==> src/rtl/rv523_arb_pkg.sv <==
// Shared types and defaults for the rv523 round-robin arbiter family.
package rv523_arb_pkg;

    localparam int unsigned ARB_DEF_N_REQ          = 4;
    localparam int unsigned ARB_DEF_TIMEOUT_CYCLES = 64;

    typedef enum logic [1:0] {
        ST_IDLE    = 2'b00,
        ST_OWN     = 2'b01,
        ST_RELEASE = 2'b10
    } arb_state_e;

endpackage

==> src/rtl/rv523_rr_pick.sv <==
// Rotating-priority picker: first set request scanning upward from ptr, wrapping.
module rv523_rr_pick import rv523_arb_pkg::*; #(
    parameter int unsigned N_REQ = ARB_DEF_N_REQ,
    parameter int unsigned ID_W  = 2
) (
    input  logic [N_REQ-1:0] req,
    input  logic [ID_W-1:0]  ptr,
    output logic [N_REQ-1:0] win_oh,
    output logic [ID_W-1:0]  win_id,
    output logic             any
);

    always_comb begin
        int unsigned sum;
        logic [ID_W-1:0] idx;
        win_oh = '0;
        win_id = '0;
        any    = 1'b0;
        sum    = 0;
        idx    = '0;
        for (int unsigned i = 0; i < N_REQ; i++) begin
            // Modulo by subtraction keeps non-power-of-2 N_REQ in range.
            sum = 32'(ptr) + i;
            if (sum >= N_REQ) sum = sum - N_REQ;
            idx = ID_W'(sum);
            if (!any && req[idx]) begin
                any         = 1'b1;
                win_oh[idx] = 1'b1;
                win_id      = idx;
            end
        end
    end

endmodule

==> src/rtl/rv523_rr_arbiter.sv <==
// Round-robin arbiter with grant hold until done and one dead cycle between owners.
// Optional ownership timeout enabled by defining RV523_ARB_TIMEOUT_EN.
module rv523_rr_arbiter import rv523_arb_pkg::*; #(
    parameter int unsigned N_REQ          = ARB_DEF_N_REQ,
    parameter int unsigned ID_W           = 2,
    parameter int unsigned TIMEOUT_CYCLES = ARB_DEF_TIMEOUT_CYCLES,
    parameter int unsigned CNT_W          = 7
) (
    input  logic             clk,
    input  logic             rst,
    input  logic [N_REQ-1:0] req,
    input  logic             done,
    output logic [N_REQ-1:0] gnt,
    output logic [ID_W-1:0]  gnt_id,
`ifdef RV523_ARB_TIMEOUT_EN
    output logic             timeout,
`endif
    output logic             busy
);

    if (ID_W != $clog2(N_REQ) || CNT_W < $clog2(TIMEOUT_CYCLES)) begin : g_bad_cfg
        $error("rv523_rr_arbiter: ID_W/CNT_W inconsistent with N_REQ/TIMEOUT_CYCLES");
    end

    arb_state_e       state, state_n;
    logic [ID_W-1:0]  ptr, ptr_n;
    logic [N_REQ-1:0] gnt_n;
    logic [ID_W-1:0]  gnt_id_n;
    logic             busy_n;
    logic [N_REQ-1:0] win_oh;
    logic [ID_W-1:0]  win_id;
    logic             any;
    logic             release_c;
`ifdef RV523_ARB_TIMEOUT_EN
    logic [CNT_W-1:0] cnt, cnt_n;
    logic             timeout_n;
`endif

    rv523_rr_pick #(.N_REQ(N_REQ), .ID_W(ID_W)) u_pick (
        .req    (req),
        .ptr    (ptr),
        .win_oh (win_oh),
        .win_id (win_id),
        .any    (any)
    );

    // Ownership ends on done, or on counter expiry when the timeout is built in.
`ifdef RV523_ARB_TIMEOUT_EN
    assign release_c = done || (cnt == CNT_W'(TIMEOUT_CYCLES - 1));
`else
    assign release_c = done;
`endif

    always_ff @(posedge clk or posedge rst) begin
        if (rst) begin
            state   <= ST_IDLE;
            ptr     <= '0;
            gnt     <= '0;
            gnt_id  <= '0;
            busy    <= 1'b0;
`ifdef RV523_ARB_TIMEOUT_EN
            cnt     <= '0;
            timeout <= 1'b0;
`endif
        end else begin
            state   <= state_n;
            ptr     <= ptr_n;
            gnt     <= gnt_n;
            gnt_id  <= gnt_id_n;
            busy    <= busy_n;
`ifdef RV523_ARB_TIMEOUT_EN
            cnt     <= cnt_n;
            timeout <= timeout_n;
`endif
        end
    end

    always_comb begin
        state_n  = state;
        ptr_n    = ptr;
        gnt_n    = gnt;
        gnt_id_n = gnt_id;
        busy_n   = busy;
`ifdef RV523_ARB_TIMEOUT_EN
        cnt_n     = cnt;
        timeout_n = 1'b0;
`endif
        case (state)
            ST_IDLE: begin
                if (any) begin
                    state_n  = ST_OWN;
                    gnt_n    = win_oh;
                    gnt_id_n = win_id;
                    busy_n   = 1'b1;
`ifdef RV523_ARB_TIMEOUT_EN
                    cnt_n    = '0;
`endif
                end
            end
            ST_OWN: begin
`ifdef RV523_ARB_TIMEOUT_EN
                cnt_n = cnt + CNT_W'(1);
`endif
                if (release_c) begin
                    state_n  = ST_RELEASE;
                    gnt_n    = '0;
                    gnt_id_n = '0;
                    busy_n   = 1'b0;
                    ptr_n    = (gnt_id == ID_W'(N_REQ - 1)) ? '0 : gnt_id + ID_W'(1);
`ifdef RV523_ARB_TIMEOUT_EN
                    timeout_n = !done;
`endif
                end
            end
            ST_RELEASE: begin
                state_n = ST_IDLE;
            end
            default: begin
                state_n  = ST_IDLE;
                gnt_n    = '0;
                gnt_id_n = '0;
                busy_n   = 1'b0;
            end
        endcase
    end

endmodule

==> config.mk <==
export PLATFORM = sky130hd
export DESIGN_NAME = rv523_rr_arbiter
export DESIGN_NICKNAME = d
export VERILOG_FILES = /design/src/rtl/rv523_arb_pkg.sv /design/src/rtl/rv523_rr_pick.sv /design/src/rtl/rv523_rr_arbiter.sv
export SDC_FILE = /design/constraint.sdc
export NUM_CORES = 1
export LEC_CHECK = 0
export ABC_AREA = 1
export CORE_ASPECT_RATIO = 2
export CORE_MARGIN = 2
export CORE_UTILIZATION = 35
export CTS_BUF_LIST = sky130_fd_sc_hd__clkbuf_8
export CTS_CLUSTER_SIZE = 30
export DETAILED_ROUTE_END_ITERATION = 8
export GPL_TIMING_DRIVEN = 0
export PLACE_DENSITY = 0.64
export SLEW_MARGIN = 20
export SYNTH_ARGS = -nofsm -noshare
export SYNTH_HDL_FRONTEND = slang
export SYNTH_SLANG_ARGS = --single-unit
==> constraint.sdc <==
create_clock -name clk -period 4.86 [get_ports clk]
set_clock_uncertainty 0.05 [all_clocks]
set_input_delay 0.972 -clock clk [delete_from_list [all_inputs] [get_ports clk]]
set_output_delay 0.972 -clock clk [all_outputs]
set_load 0.02 [all_outputs]
* Word-level counts from Yosys, hierarchy flattened
Index checks and enable logic that the tools add are counted.
Storage, ports and cells: logic and storage cells 93, output and inout bits 7, bits of input ports 7, register bits after elaboration 11
Cells by class: reduce and logical (&&, ||, !) cells 14, bitwise gates (word level) 4, equal/unequal tests 5, magnitude comparators 12, multiplexer cells 45, add/subtract/negate cells 8
Operator list (number):
- two-way mux 2 bit | 13
- two-way mux 4 bit | 6
- two-way mux 1 bit | 14
- < comparator 2 x 3 -> 1 bit (second input constant) | 4
- bitwise OR 4 bit | 3
- one-hot mux 4 bit (3 select lines) | 1
- greater-or-equal comparator 3 bit (second input constant) | 3
- binary-select mux 1 bit (select 2 bit) | 4
- demux 1 bit (select 2 bit) | 4
- greater-or-equal comparator 2 x 1 -> 1 bit (second input constant) | 4
- subtractor 2 x 1 -> 2 bit (second input constant) | 4
- logical AND 1 bit | 7
- adder 2 x 2 -> 3 bit (second input constant) | 2
- one-hot mux 2 bit (3 select lines) | 1
- equality test 2 bit (second input constant) | 2
- inequality test 2 bit (second input constant) | 2
- one-hot mux 2 bit (2 select lines) | 1
- AND reduction 2 bit | 2
- adder 2 x 1 -> 3 bit (second input constant) | 1
- greater-or-equal comparator 2 x 3 -> 1 bit (second input constant) | 1
- logical NOT 1 bit | 3
- one-hot mux 1 bit (3 select lines) | 1
- AND reduction 3 bit | 1
- adder 2 x 1 -> 2 bit (second input constant) | 1
- 3 further kinds | 3

* Longest topological paths before layout
depth in word-level cells 16, mapped depth 12, depth with buffers taken out 11

* Hierarchy
Synthesis repeated with hierarchy kept, for this count alone.
Unflattened totals: cells, all modules 126, area total of the unflattened synthesis 890.9 µm²
Modules (own cells, without submodules):
- rv523_rr_arbiter | area each 450.4 µm², cells an instance 52, times used 1, seq. area each 275.3 µm²
- rv523_rr_pick | area each 440.4 µm², cells an instance 74, times used 1, seq. area each 0.0 µm²

* Worst setup path after synthesis
No wires, ideal clock.
kind input-to-reg, start point in req[1], end point reg gnt_id[1], data required time 4.693 ns, slack 2.977 ns, setup time 0.117 ns, path buffers 0, stages 10, arrival time 1.716 ns, path through inv_1 > nand2_1 > nand2_1 > nand2_1 > o21ai_2 > nand3_2 > nand2_4 > nor2_1 > nand2_1 > nand2_1
On the way: longest elaborated chain between the ends 14, elaborated cells on any way between the ends 26, those cells by class 1 x eq/ne; 18 x mux; 7 x reduce/logical
RTL lines:
- from (decl) | line rv523_rr_arbiter.sv:11 | input logic [N_REQ-1:0] req,
- binary-select mux 1 bit (select 2 bit) | line rv523_rr_pick.sv:26 | if (!any && req[idx]) begin
- two-way mux 1 bit (not written as such) | line rv523_rr_pick.sv:26
- two-way mux 1 bit | line rv523_rr_pick.sv:26
- logical NOT 1 bit | line rv523_rr_pick.sv:26
- logical AND 1 bit | line rv523_rr_pick.sv:26
- two-way mux 1 bit | line rv523_rr_pick.sv:26
- logical NOT 1 bit | line rv523_rr_pick.sv:26
- logical AND 1 bit | line rv523_rr_pick.sv:26
- two-way mux 1 bit | line rv523_rr_pick.sv:26
- logical NOT 1 bit | line rv523_rr_pick.sv:26
- logical AND 1 bit | line rv523_rr_pick.sv:26
- two-way mux 2 bit or two-way mux 1 bit (tied branches) | line rv523_rr_pick.sv:26
- two-way mux 2 bit or inequality test 2 bit (tied branches)
- one-hot mux 2 bit (3 select lines) or AND reduction 3 bit (tied branches)
- to (signal assigned) | line rv523_rr_arbiter.sv:69 | gnt_id <= gnt_id_n;
- to (decl) | line rv523_rr_arbiter.sv:14 | output logic [ID_W-1:0] gnt_id,
Parallel ways exist; a longest one is shown, timed or not. The select of a mux whose other input is x is not followed. A chain may end at the register's enable or synchronous reset.

* Final worst setup path
start point in req[2], end point reg gnt[2]
On the way: longest elaborated chain between the ends 14, elaborated cells on any way between the ends 29, those cells by class 1 x eq/ne; 18 x mux; 3 x bitwise; 7 x reduce/logical
RTL lines:
- binary-select mux 1 bit (select 2 bit) | line rv523_rr_pick.sv:26
- two-way mux 1 bit (not written as such) | line rv523_rr_pick.sv:26
- two-way mux 1 bit | line rv523_rr_pick.sv:26
- logical NOT 1 bit | line rv523_rr_pick.sv:26
- logical AND 1 bit | line rv523_rr_pick.sv:26
- two-way mux 1 bit | line rv523_rr_pick.sv:26
- logical NOT 1 bit | line rv523_rr_pick.sv:26
- logical AND 1 bit | line rv523_rr_pick.sv:26
- two-way mux 1 bit | line rv523_rr_pick.sv:26
- logical NOT 1 bit | line rv523_rr_pick.sv:26
- logical AND 1 bit | line rv523_rr_pick.sv:26
- two-way mux 4 bit or two-way mux 1 bit (tied branches) | line rv523_rr_pick.sv:26
- two-way mux 4 bit or inequality test 2 bit (tied branches)
- one-hot mux 4 bit (3 select lines) or AND reduction 3 bit (tied branches)
- to (signal assigned) | line rv523_rr_arbiter.sv:68 | gnt <= gnt_n;
- to (decl) | line rv523_rr_arbiter.sv:13 | output logic [N_REQ-1:0] gnt,
Parallel ways exist; a longest one is shown, timed or not. The select of a mux whose other input is x is not followed.

==> impl_metrics.ini <==
[critical_path]
path_class = in2reg
reg2reg_depth = 10
worst-path-max-fanout = 6
critPathRequiredTime_ns = 4.93
regToRegSetupSlack_ns = 2.70
cp.arrival_ns = 2.51
crit_path_start_kind = input pin
reg2reg_to = gnt[2]$_DFFE_PP0P_
crit_path_end_kind = flip-flop
r2r-start = ptr[1]$_DFFE_PP0P_

[synth]
synth_common_cells = nand2_1 (33), nand3_1 (20), dfrtp_1 (11)
yosys_warnings = 0
synth_fp_nets = 142
ys_top_cells_by_area = dfrtp_1 (29%), nand2_1 (13%), ha_1 (10%)
yosys.cell_types.count = 22
async_flop_share_pct = 100
syn_avg_cell_area_sq_um = 7.51
synth.top_cell.area_share_pct = 28.9
yosys.cell_count.top_type = nand2_1
yosysTopAreaCell = dfrtp_1
netlist_area_sq_um = 953
ys.flop_type = dfrtp_1
synth_edf_count = 0
seq_area_frac_synth_pct = 28.9
ys_seq_elements = 11
synth_cells = 127

[grt]
antenna_found_initial = 0
grt_use_total_pct = 16.8
grt_max_degree = 12
overflow = 0
grt_pass1_wl_um = 3800
grt_pass1_vias = 919

[clock_network]
root_buffer = clkbuf_8
htree_levels = 1
cts_buffers = 3
clock-sinks = 11
postCtsSetupBuffers = 0
cts_tree = yes
cts.repair.resized = 0
clock_latency_ns = 0.23
clkTransAtPathRegs_ns = 0.05
cts_buffer_depth = 2
cts_hold_buf = 0

[sta]
post-route-min-period_ns = 2.44
hold_ws_ns = 0.430
slew_viol_final = 0
finalHoldViolations = 0
tightestPinTransition_ns = 0.482
rsz0062_at_grt = no
setup_violations = 0
min_period_over_period_pct = 50.1
finalSetupTns_ns = 0
fmax_ghz = 0.411
slew_headroom_pct = 67.6

[pwr]
max-vdd-ir-drop_v = 0.000405
p_leak_nw = 0.590
power_density_nw_per_um2 = 744
p_total_uw = 866

[worst_hold_path]
min_to = busy$_DFFE_PP0P_
hp-class = reg2reg
min_delay_path_depth = 2
hp-start = busy$_DFFE_PP0P_

[placement]
io_buffers = 13
routabilityCongestion = 0.832
placedCellCount = 168
dp_hpwl_um = 1870

[cells_and_area]
final_layout_size_suffix_gt1_share_pct = 16.7
diodes = 0
utilization_pct = 45.3
fin_nets = 160
instances_no_fill = 172
area_delta_synth_final_pct = 22.0

[route]
vias = 891
dr.pass1.iters = 4
drt_iter0_markers = 15
wl_um = 2260
ant_nets = 0
drt-wirelength-per-cell_um = 13.1
drc_errors = 0
viasPerCell = 5.18

[floorplanning]
die_h_um = 77.8
rows = 26
dieArea_sq_um = 3180
start_util_pct = 37.1
ioPinCount = 14
fp.dieW_um = 40.9
core_sq_um = 2570

[flow_run]
maxCapViolCount = 0

[outcome]
status = completed
flip-flops by register name, summed over array words and instances (netlist names):
register,flops
ptr,2
busy,1
gnt,4
state,2
gnt_id,2
area by class of cell:
cell class | instances | area (sq um)
Inverter | 12 | 52.6
Multi-Input combinational cell | 102 | 603
Clock inverter | 1 | 3.75
Fill cell | 260 | 1410
Sequential cell | 11 | 275
Timing Repair Buffer | 13 | 130
Clock buffer | 3 | 41.3
Tap cell | 28 | 35.0
Buffer | 2 | 22.5
how the worst max path moves through the flow:
stage,startpoint,endpoint,cells past startpoint
3_5_place_dp,req[2],gnt[2]$_DFFE_PP0P_,10
6_report,req[2],gnt[2]$_DFFE_PP0P_,10
5_1_grt,req[2],gnt[2]$_DFFE_PP0P_,10
2_1_floorplan,req[1],gnt_id[1]$_DFFE_PP0P_,10
4_1_cts,req[2],gnt[2]$_DFFE_PP0P_,10
3_3_place_gp,req[2],gnt[2]$_DFFE_PP0P_,10
cell usage in the layout (no fill, tap or decap), types with 4 or more instances in the layout:
master,n
inv_1,11
clkdlybuf4s50_1,13
dfrtp_1,11
a21oi_1,5
nor2_1,4
nand3_1,20
nand2_1,33
nand4_1,4
nand2_2,8
ha_1,8
a21boi_0,4
layer usage:
metal / vias to the layer above / part of all wire, % / global-route usage (%)
li1: 458 / - / -
met1: 405 / 36 / 15.2
met2: 17 / 58 / 30.5
met3: 11 / 1.7 / 1.71
met4: 0 / 4.4 / 10.7
met5: - / 0 / 0
power by group:
part | leakage [nW] | switching [mW] | internal (mW) | total (mW)
registers | 0.139 | 0.0387 | 0.129 | 0.168
logic | 0.423 | 0.391 | 0.220 | 0.611
clock network | 0.0269 | 0.0316 | 0.0552 | 0.0868
stage by stage:
step	worst slack (ns)	cell area (sq um)
global placement	2.30	1120
floorplan	2.98	953
global route	2.37	1160
finish	2.42	1160
detailed placement	2.20	1120
CTS	2.45	1160
critical path, cell delays in order:
cell             delay [ns]
clkdlybuf4s50_1        0.55
inv_1                  0.08
nand2_2                0.07
nand3_2                0.14
nand2_4                0.15
nor2_1                 0.10
a21oi_1                0.21
nand3_1                0.11
nand2_1                0.07
nand2_1                0.06
kinds of logic after synthesis:
logic type,count (synthesis),share of synthesized area (%)
and+or+nand+nor,76,40.8
DFF,11,28.9
buffers and inverters,14,7.87
adders and majority gates,8,10.5
AOI/OAI and AO/OA,18,11.9
(Power assumes the default switching activity.)
==> edit, RTL diff (config.mk and constraints unchanged) <==
Make the reset (`rst`) synchronous in one clocked block.
--- a/src/rtl/rv523_rr_arbiter.sv
+++ b/src/rtl/rv523_rr_arbiter.sv
@@ -53,3 +53,3 @@
 
-    always_ff @(posedge clk or posedge rst) begin
+    always_ff @(posedge clk) begin
         if (rst) begin
Check against the original RTL: differs if rst is asserted again (counterexample within 4 cycles, from zero or initial values and one cycle with rst high); with rst held inactive, the same outputs for 10 cycles.
==> edit against the unedited design <==
Via count increased by 2.8%; global-route usage decreased by 1.1 points; synthesized area shrank 3.9%; design area down 4.1%; worst hold slack worse by 0.017 ns; sequential cell count unchanged; critical endpoint is now gnt_id[1]; wire length shrank 10%; setup slack better by 0.041 ns.
Power is not compared: it rests on default switching activity, and its combinational part moved more than twofold at a synthesized area within 25%.
==> edit: results (changes against the unedited design) <==
[critical_path]
rrSetupSlack_ns=2.62  ; -0.08 ns
critPathMaxStageDelay_ns=0.49  ; -0.06 ns
r2r_start=ptr[0]
r2r-end=gnt[3]
crit_slowest_cell=clkdlybuf4s50_1
crit_end=gnt_id[1]

[clocking]
h-tree-depth=1  ; unchanged

[place]
placed_cells=171  ; +1.8%
dp_worst_setup_slack_ns=2.22  ; +0.0147 ns
routabilityCongestion=0.901  ; +8.2%
placed_cell_area_um2=1070  ; -4.3%
io_buffer_count=12  ; -1
dp_hpwl_um=1690  ; -9.4%

[layout]
nets=163  ; +1.9%
drive_above_1_share_pct=16.3  ; -0.34 points
regMostFlops=gnt
layout.cells.non_filler=175  ; +1.7%
fillerInstances=268  ; +3.1%

[synth]
ys_seq_area_share_pct=24.0  ; -4.8 points
yosys.cell_types.count=25  ; +14%
synthFlopType=dfxtp_1
yosysWarnings=0  ; unchanged
synth_nets=146  ; +2.8%
syn_inst=131  ; +3.1%
synth_commonest_cells=nand2_1, nand3_1, dfxtp_1
synth_area_leaders=dfxtp_1, nand2_1, ha_1, nand3_1, a21oi_1
async_flop_share_pct=0  ; -100 points

[global_routing]
grt_pass1_wl_um=3560  ; -6.2%
track_usage_pct=15.7  ; -1.1 points
first_global_vias=908  ; -1.2%

[routing]
avgViaCountPerCell=5.23  ; +1.0%
wl_per_cell_um=11.6  ; -12%
drtIter0Drc=19  ; +4

[power_and_ir_drop]
vdd_drop_max_mv=0.125
p_leak_uw=0.000490

[hold_path]
min_from=busy
hp-class=reg2reg

[sta]
final-setup-viol-count=0  ; unchanged
period_share_pct=49.3  ; -0.85 points
tightestPinTransition_ns=0.547  ; +0.0647 ns

[status]
status=completed

edit: changes by cell type after synthesis, moves of 3 or more:
cell     before  now
dfrtp_1      11    0
dfxtp_1       0   11
nand3_1      20   12
nand2_1      33   40
a21oi_2       0    5
a21oi_1       5    9
nor2_1        4    8
inv_1        10    7
nand2_2       8    5
edit: area by class of cell:
type                    instances  area, um^2  share of cell area, %
plain buffers                   2        8.76                  0.785
clock buffers                   3        41.3                   3.70
clock inverters                 1        3.75                  0.336
inverters                      10        37.5                   3.36
multi-input cells             108         649                   58.2
flip-flops and latches         11         220                   19.7
well taps                      28        35.0                   3.14
repair buffers                 12         120                   10.8
edit: power by group through the flow:
stage | Combinational (uW) | Clock, uW | Sequential (uW)
after detailed placement | 173 | 0 | 117
after CTS | 174 | 90.2 | 115
after floorplan | 116 | 0 | 125
after global routing | 194 | 95.6 | 117
after global placement | 170 | 0 | 117
final | 173 | 87.8 | 115
edit: how the worst min path moves through the flow:
stage	cells past startpoint	slack, ns	endpoint
floorplan	2	0.49	state[0]
global placement	2	0.40	busy
detailed placement	2	0.41	busy
CTS	2	0.41	busy
global route	2	0.44	busy
finish	2	0.41	busy
edit: cell families after synthesis:
group | count (synthesis) | synth area share (%)
fa+ha+maj | 8 | 10.9
buf+inv | 12 | 5.05
flops | 11 | 24.0
simple gates | 77 | 43.9
compound gates | 23 | 16.1
edit: per-layer routing:
layer | vias to the layer above | routed length, um | GRT usage [%] | share of wire (%)
met5 | - | 0 | 0 | 0
met1 | 417 | 737 | 14.5 | 36
met4 | 0 | 54 | 9.67 | 2.7
met3 | 7 | 78 | 2.04 | 3.9
met2 | 24 | 1150 | 28.4 | 57
li1 | 468 | - | - | -
